`src/rtl/seq_stage_sequencer.sv`:
```
// Multi-cycle control FSM for the sequential RISC-V core: FETCH, DECODE, EXECUTE,
// optional MEM, WRITEBACK, plus sticky HALT/ERROR terminal states.
module seq_stage_sequencer #(
    parameter int unsigned           PC_WIDTH    = 32,
    parameter logic [PC_WIDTH-1:0]   PC_LIMIT    = 32'h0000_0200,
    parameter int unsigned           MEM_TIMEOUT = 15
) (
    input  logic                clk,
    input  logic                reset,
    input  logic                start,
    input  logic [PC_WIDTH-1:0] pc,
    input  logic                imem_ready,
    input  logic                is_load,
    input  logic                is_store,
    input  logic                branch,
    input  logic                alu_zero,
    input  logic [63:0]         branch_offset,
    input  logic                dmem_ready,
    output logic                imem_req,
    output logic                ir_we,
    output logic                dmem_req,
    output logic                dmem_we,
    output logic                regfile_we,
    output logic                pc_we,
    output logic [PC_WIDTH-1:0] pc_next,
    output logic                halted,
    output logic                error,
    output logic [2:0]          state
);

    typedef enum logic [2:0] {
        S_IDLE      = 3'd0,
        S_FETCH     = 3'd1,
        S_DECODE    = 3'd2,
        S_EXECUTE   = 3'd3,
        S_MEM       = 3'd4,
        S_WRITEBACK = 3'd5,
        S_HALT      = 3'd6,
        S_ERROR     = 3'd7
    } state_t;

    localparam logic [7:0] WAIT_LAST = 8'(MEM_TIMEOUT - 1);

    state_t              state_q, state_d;
    logic [7:0]          wait_q, wait_d;
    logic                load_q, load_d;
    logic                store_q, store_d;
    logic                branch_q, branch_d;
    logic [PC_WIDTH-1:0] pc_next_q, pc_next_d;
    logic [63:0]         target;
    logic                taken;
    logic                target_unused;

    // Branch target is formed at full 64-bit width and then truncated to the PC.
    assign target        = 64'(pc) + (branch_offset << 1);
    assign target_unused = ^target[63:PC_WIDTH];
    assign taken         = branch_q & alu_zero;
    assign pc_next       = pc_next_q;
    assign state         = state_q;

    always_ff @(posedge clk or posedge reset) begin
        if (reset) begin
            state_q   <= S_IDLE;
            wait_q    <= 8'd0;
            load_q    <= 1'b0;
            store_q   <= 1'b0;
            branch_q  <= 1'b0;
            pc_next_q <= '0;
        end else begin
            state_q   <= state_d;
            wait_q    <= wait_d;
            load_q    <= load_d;
            store_q   <= store_d;
            branch_q  <= branch_d;
            pc_next_q <= pc_next_d;
        end
    end

    // Memory handshake: a request is held while in FETCH/MEM; the transfer completes in
    // the cycle the matching ready is sampled high, even if the wait budget ends then.
    always_comb begin
        state_d    = state_q;
        wait_d     = 8'd0;
        load_d     = load_q;
        store_d    = store_q;
        branch_d   = branch_q;
        pc_next_d  = pc_next_q;
        imem_req   = 1'b0;
        ir_we      = 1'b0;
        dmem_req   = 1'b0;
        dmem_we    = 1'b0;
        regfile_we = 1'b0;
        pc_we      = 1'b0;
        halted     = 1'b0;
        error      = 1'b0;
        case (state_q)
            S_IDLE: begin
                if (start) state_d = S_FETCH;
            end
            S_FETCH: begin
                imem_req = 1'b1;
                if (imem_ready) begin
                    ir_we   = 1'b1;
                    state_d = S_DECODE;
                end else if (wait_q == WAIT_LAST) begin
                    state_d = S_ERROR;
                end else begin
                    wait_d = wait_q + 8'd1;
                end
            end
            S_DECODE: begin
                load_d   = is_load;
                store_d  = is_store;
                branch_d = branch;
                state_d  = S_EXECUTE;
            end
            S_EXECUTE: begin
                if (taken && (target[1:0] != 2'b00)) begin
                    state_d = S_ERROR;
                end else begin
                    pc_next_d = taken ? target[PC_WIDTH-1:0] : pc + PC_WIDTH'(4);
                    state_d   = (load_q || store_q) ? S_MEM : S_WRITEBACK;
                end
            end
            S_MEM: begin
                dmem_req = 1'b1;
                dmem_we  = store_q;
                if (dmem_ready) begin
                    state_d = S_WRITEBACK;
                end else if (wait_q == WAIT_LAST) begin
                    state_d = S_ERROR;
                end else begin
                    wait_d = wait_q + 8'd1;
                end
            end
            S_WRITEBACK: begin
                regfile_we = ~(store_q | branch_q);
                // An out-of-range next PC is never committed; the core halts instead.
                if (pc_next_q < PC_LIMIT) begin
                    pc_we   = 1'b1;
                    state_d = S_FETCH;
                end else begin
                    state_d = S_HALT;
                end
            end
            S_HALT:  halted = 1'b1;
            S_ERROR: error  = 1'b1;
            default: state_d = S_IDLE;
        endcase
    end

endmodule

```
`config.mk`:
```
export PLATFORM = sky130hd
export DESIGN_NAME = seq_stage_sequencer
export DESIGN_NICKNAME = d
export VERILOG_FILES = /design/src/rtl/seq_stage_sequencer.sv
export SDC_FILE = /design/constraint.sdc
export NUM_CORES = 1
export LEC_CHECK = 0
export BUFFER_PORTS_ARGS = -buffer_cell sky130_fd_sc_hd__buf_2
export CORE_UTILIZATION = 46
export DETAILED_ROUTE_END_ITERATION = 12
export PLACE_DENSITY = 0.84
export SETUP_SLACK_MARGIN = 0.02
export SYNTH_ARGS = -nofsm -noshare
export SYNTH_HDL_FRONTEND = slang
export SYNTH_SLANG_ARGS = --single-unit
```
`constraint.sdc`:
```
create_clock -name clk -period 2.32 [get_ports clk]
set_input_delay 0.348 -clock clk [delete_from_list [all_inputs] [get_ports clk]]
set_output_delay 0.348 -clock clk [all_outputs]
set_load 0.005 [all_outputs]
```
======== Yosys cells after proc, flatten, opt, wreduce, memory -nomap -nowiden ========
Index checks and enable logic that the tools add are counted.
word-level totals
  word-level logic and storage cells ...... 53
  flip-flop bits (word level) ............. 46
  output and inout bits ................... 43
operators by class
  reductions and logical operators ........ 7
  add/subtract/negate cells ............... 3
  $lt $le $gt $ge ......................... 1
  bitwise logic cells ..................... 4
  equality and inequality tests ........... 9
  mux-type cells .......................... 23
operator list
  kind                                                          count
  adder 32 x 3 -> 32 bit, second input constant                 1
  adder 32 bit                                                  1
  less-than comparator 32 x 10 -> 1 bit, second input constant  1
  two-way mux 32 bit                                            1
  two-way mux 8 bit                                             3
  case mux 3 bit (6 select lines)                               1
  case mux 8 bit (2 select lines)                               1
  two-way mux 3 bit                                             5
  equality test 3 bit, second input constant                    4
  two-way mux 1 bit                                             11
  adder 8 x 1 -> 8 bit, second input constant                   1
  equality test 8 x 4 -> 1 bit, second input constant           1
  equality test 3 x 2 -> 1 bit, second input constant           2
  nonzero test 6 bit                                            1
  AND reduction 2 bit                                           2
  equality test 3 x 1 -> 1 bit, second input constant           1
  zero test 3 bit                                               1
  two-way mux 2 bit                                             1
  inequality test 2 bit, second input constant                  1
  NOT 1 bit                                                     2
  nonzero test 2 bit                                            1
  bitwise AND 1 bit                                             1
  logical AND 1 bit                                             1
  logical OR 1 bit                                              1
  OR 1 bit                                                      1

======== Depth between registers and ports, before layout ========
  depth after elaboration ................. 5
  mapped depth ............................ 11

======== Worst setup path after synthesis ========
No wires, ideal clock.
  path type ............................... input -> register
  start point ............................. input port pc[1]
  end point ............................... register pc_next_q[29] (netlist: pc_next[29])
  data required time ...................... 2.254 ns
  setup slack ............................. -0.107 ns
  stages on the path ...................... 11
  library setup time ...................... 0.066 ns
  buffers on the path ..................... 0
  arrival ................................. 2.361 ns
  cell sequence ........................... ha_1 -> inv_1 -> fa_1 -> nor2b_4 -> o31a_1 -> o31ai_4 -> o21ai_2 -> o311a_1 -> and3_1 -> o31ai_1 -> a22o_1
between the ends
  cells in the longest elaborated chain, start to end .. 5
  elaborated cells on any way between the ends .. 7
  classes of those cells .................. add/sub: 2; mux: 1; bitwise: 1; reduce/logical: 3
ends and longest elaborated chain
  element                        RTL line  source
  start, declared                11        input logic [PC_WIDTH-1:0] pc,
  adder 32 bit                   55        assign target = 64'(pc) + (branch_offset << 1);
  nonzero test 2 bit             118       if (taken && (target[1:0] != 2'b00)) begin
  logical AND 1 bit              118
  NOT 1 bit (no line)            --
  AND reduction 2 bit (no line)  --
  end signal, assigned           75        pc_next_q <= pc_next_d;
  end, declared                  49        logic [PC_WIDTH-1:0] pc_next_q, pc_next_d;
Several ways; a longest one is shown, not always the timed one.
A chain may end at the register's enable or synchronous reset.

======== Worst setup path in the final report ========
  start point ............................. input port pc[14]
  end point ............................... register pc_next_q[29] (netlist: pc_next[29])
between the ends
  cells in the longest elaborated chain, start to end .. 2
  elaborated cells on any way between the ends .. 3
  classes of those cells .................. add/sub: 2; mux: 1
ends and longest elaborated chain
  element                                                        RTL line  source
  adder 32 x 3 -> 32 bit / adder 32 bit (equally long branches)  121, 55
  two-way mux 32 bit *                                           121       pc_next_d = taken ? target[PC_WIDTH-1:0] : pc + PC_WIDTH'(4);
Mark *: on every way between the ends. The rest lies on a longest branch, timed or not.

==> out/results.ini <==
[power]
irDropWorstVdd_v=0.0002426
leakagePower_uw=0.003100
power_density_nw_per_um2=376.3

[clock_network]
clk_path_buf_depth=2
cts_tree=yes
clk_pin_slew_worst_paths_ns=0.10
cts_buffers=5
clock_latency_ns=0.31
cts_sinks=46
root_buffer=clkbuf_8
htree_num_levels=2

[timing]
worst_slew_pin_slew_ns=0.6534
skew_ns=0.01058
slew_violations=0
hold_violations=0
rsz0062_at_grt=true
max_freq_ghz=0.4309
finalSetupTns_ns=-0.0008029
setup-violations-final=1
fin_ws_ns=-0.0008029
relSlewSlack_pct=56.35
fin_crit_sh_pct=100.0
fin_crit_ns=2.321

[setup_path]
cp_max_fo=5
worstSetupStartpointType=input port
crit_arrival_ns=2.56
timing.rr.start=wait_q[0]$_DFF_PP0_
cp_data_required_time_ns=2.56
crit_path_end_kind=flop
r2r-end=state[1]$_DFFE_PP0P_
crit_type=in2reg
r2r_slack_ns=0.15
reg2reg_depth=8

[layout]
drive_gt1_share_pct=36.44
fin_util_pct=68.71
ff_latch_area_um2=1151
area_delta_synth_final_pct=44.82
n_fill_cell=731
layout.nets=932
diodes=0
multi_input_area_um2=3332
final_cell_count_no_fill=904
final_area_um2=6319

[route]
met3_length_mm=1.113
routed_wl_mm=14.92
avgRoutedWirePerCell_um=16.50
drtPass1Iterations=5
post_drt_via_cell_ratio=5.843
highest_layer=met4
drc=0
drt-initial-drc-count=341
antenna_left=0
wl_met1_mm=6.133
met2_length_mm=7.229
via_count=5282

[run_status]
status=finished, violations left
violations=negative setup slack

[place]
dp_hpwl_mm=11.64
placed_cell_area_um2=5924
port_buffers=114
post-place-cells=890
gp_congestion=1.000
place_ws_ns=-0.4391

[floorplan]
core_um2=9196
dieArea_um2=9878
io_pins=148
std_cell_rows=35
die_w_um=99.39
fp.dieH_um=99.39
start_util_pct=47.44

[global_route]
grt_pass1_vias=4947
grt_overflow_total=0
grt_antenna_before_repair=0
grt_pass1_wl_mm=23.03
grtUsageTotal_pct=29.04
grt_max_degree=47

[synth]
seq_area_frac_synth_pct=26.38
postSynthAreaPerCell_um2=7.681
synth.most_common_cell=nand2_1
yosys-top-cells-count=nand2_1 (71), nor2_1 (62), a21oi_1 (49), dfrtp_1 (46), o21ai_0 (40)
yosys.area.top_type=dfrtp_1
ys.flop_type=dfrtp_1
synth_async_sr_flop_share_pct=100.0
synth.area.top_cells=dfrtp_1 (26%), ha_1 (9.8%), nand2_1 (6.1%)
synth_cell_types=54
syn_nets=708
synth_edf_count=0
ys_seq_elements=46
synth-warning-count=0
synthesis.area_um2=4363
synth.top_cell.area_share_pct=26.38
synth_cells=568

[hold_path]
min-delay-path-class=in2async

[flow_run]
cap_violations=0

[layout make-up]
class | instances | area share [%]
clock inverter | 3 | 0.7525
timing repair buffer | 238 | 24.02
sequential | 46 | 18.22
clock buffer | 5 | 1.089
tap | 111 | 2.198
inverter | 16 | 0.9901
multi-input combinational | 485 | 52.73
[through the flow]
stage                     power [uW]  hold WS, ns
after floorplan                 1258       0.4534
after global placement          1638       0.4564
after detailed placement        1666       0.4649
after CTS                       2325       0.1853
after global routing            2495       0.2233
final                           2378       0.1613
[placed cells by master, fill, tap and decap left out, drive strengths merged, types with 8 or more instances in the layout]
cell and count:
buf 238, nand2 71, nor2 62, a21oi 49, dfrtp 46, o21ai 44, ha 34, xor2 29
xnor2 25, nand3 19, inv 17, nand4 16, nor3 16, and3 14, a21o 8
[state kept, by name, indices dropped and copies added (netlist names)]
signal,count
wait_q,8
state,3
pc_next,32
load_q,1
branch_q,1
store_q,1
[logic make-up after synthesis]
family                     Yosys count  share of synthesized area (%)
and+or+nand+nor                    234                          25.41
AOI/OAI and AO/OA                  158                          22.97
adders and majority gates           35                          10.21
xor gates and xnor gates            54                          10.84
muxes                                4                          1.004
buffers and inverters               37                          3.183
DFF                                 46                          26.38
[how the worst max path moves through the flow]
stage / end / slack (ns) / startpoint / cells after the start
after CTS: pc_next[29]$_DFFE_PP0P_ / -0.03 / pc[1] / 12
after global routing: pc_next[29]$_DFFE_PP0P_ / -0.06 / pc[1] / 12
after detailed placement: pc_next[29]$_DFFE_PP0P_ / -0.44 / pc[1] / 12
final: pc_next[29]$_DFFE_PP0P_ / -0.0008 / pc[14] / 11
after floorplan: pc_next[29]$_DFFE_PP0P_ / -0.10 / pc[1] / 11
after global placement: pc_next[28]$_DFFE_PP0P_ / -0.38 / pc[9] / 11
[critical path: stages]
cell	delay (ns)
buf_2	0.11
ha_1	0.31
buf_4	0.16
a21oi_1	0.14
o21ai_0	0.15
a22oi_1	0.28
o21ai_2	0.13
o311a_1	0.39
and3_1	0.17
o31ai_2	0.22
a22o_1	0.15
[layer usage]
metal | vias to the layer above | GRT usage, %
met3 | 36 | 3.162
met2 | 255 | 50.59
met4 | 0 | 10.18
met5 | - | 0
met1 | 2487 | 37.37
li1 | 2504 | -
[timing repair]
item	CTS	global route
resized for setup	21	20
setup endpoints to repair	10	13
hold buffers	0	0
setup buffers	5	1
pin swaps	19	9
[report_power, final]
| part | total (uW) | leakage (uW) | switching (uW) | internal [uW] |
|---|---|---|---|---|
| clock network | 626 | 0.0000591 | 297 | 329 |
| logic | 947 | 0.00241 | 474 | 473 |
| registers | 805 | 0.000630 | 3.00 | 802 |
No activity file was read; power rests on OpenSTA's default activity.
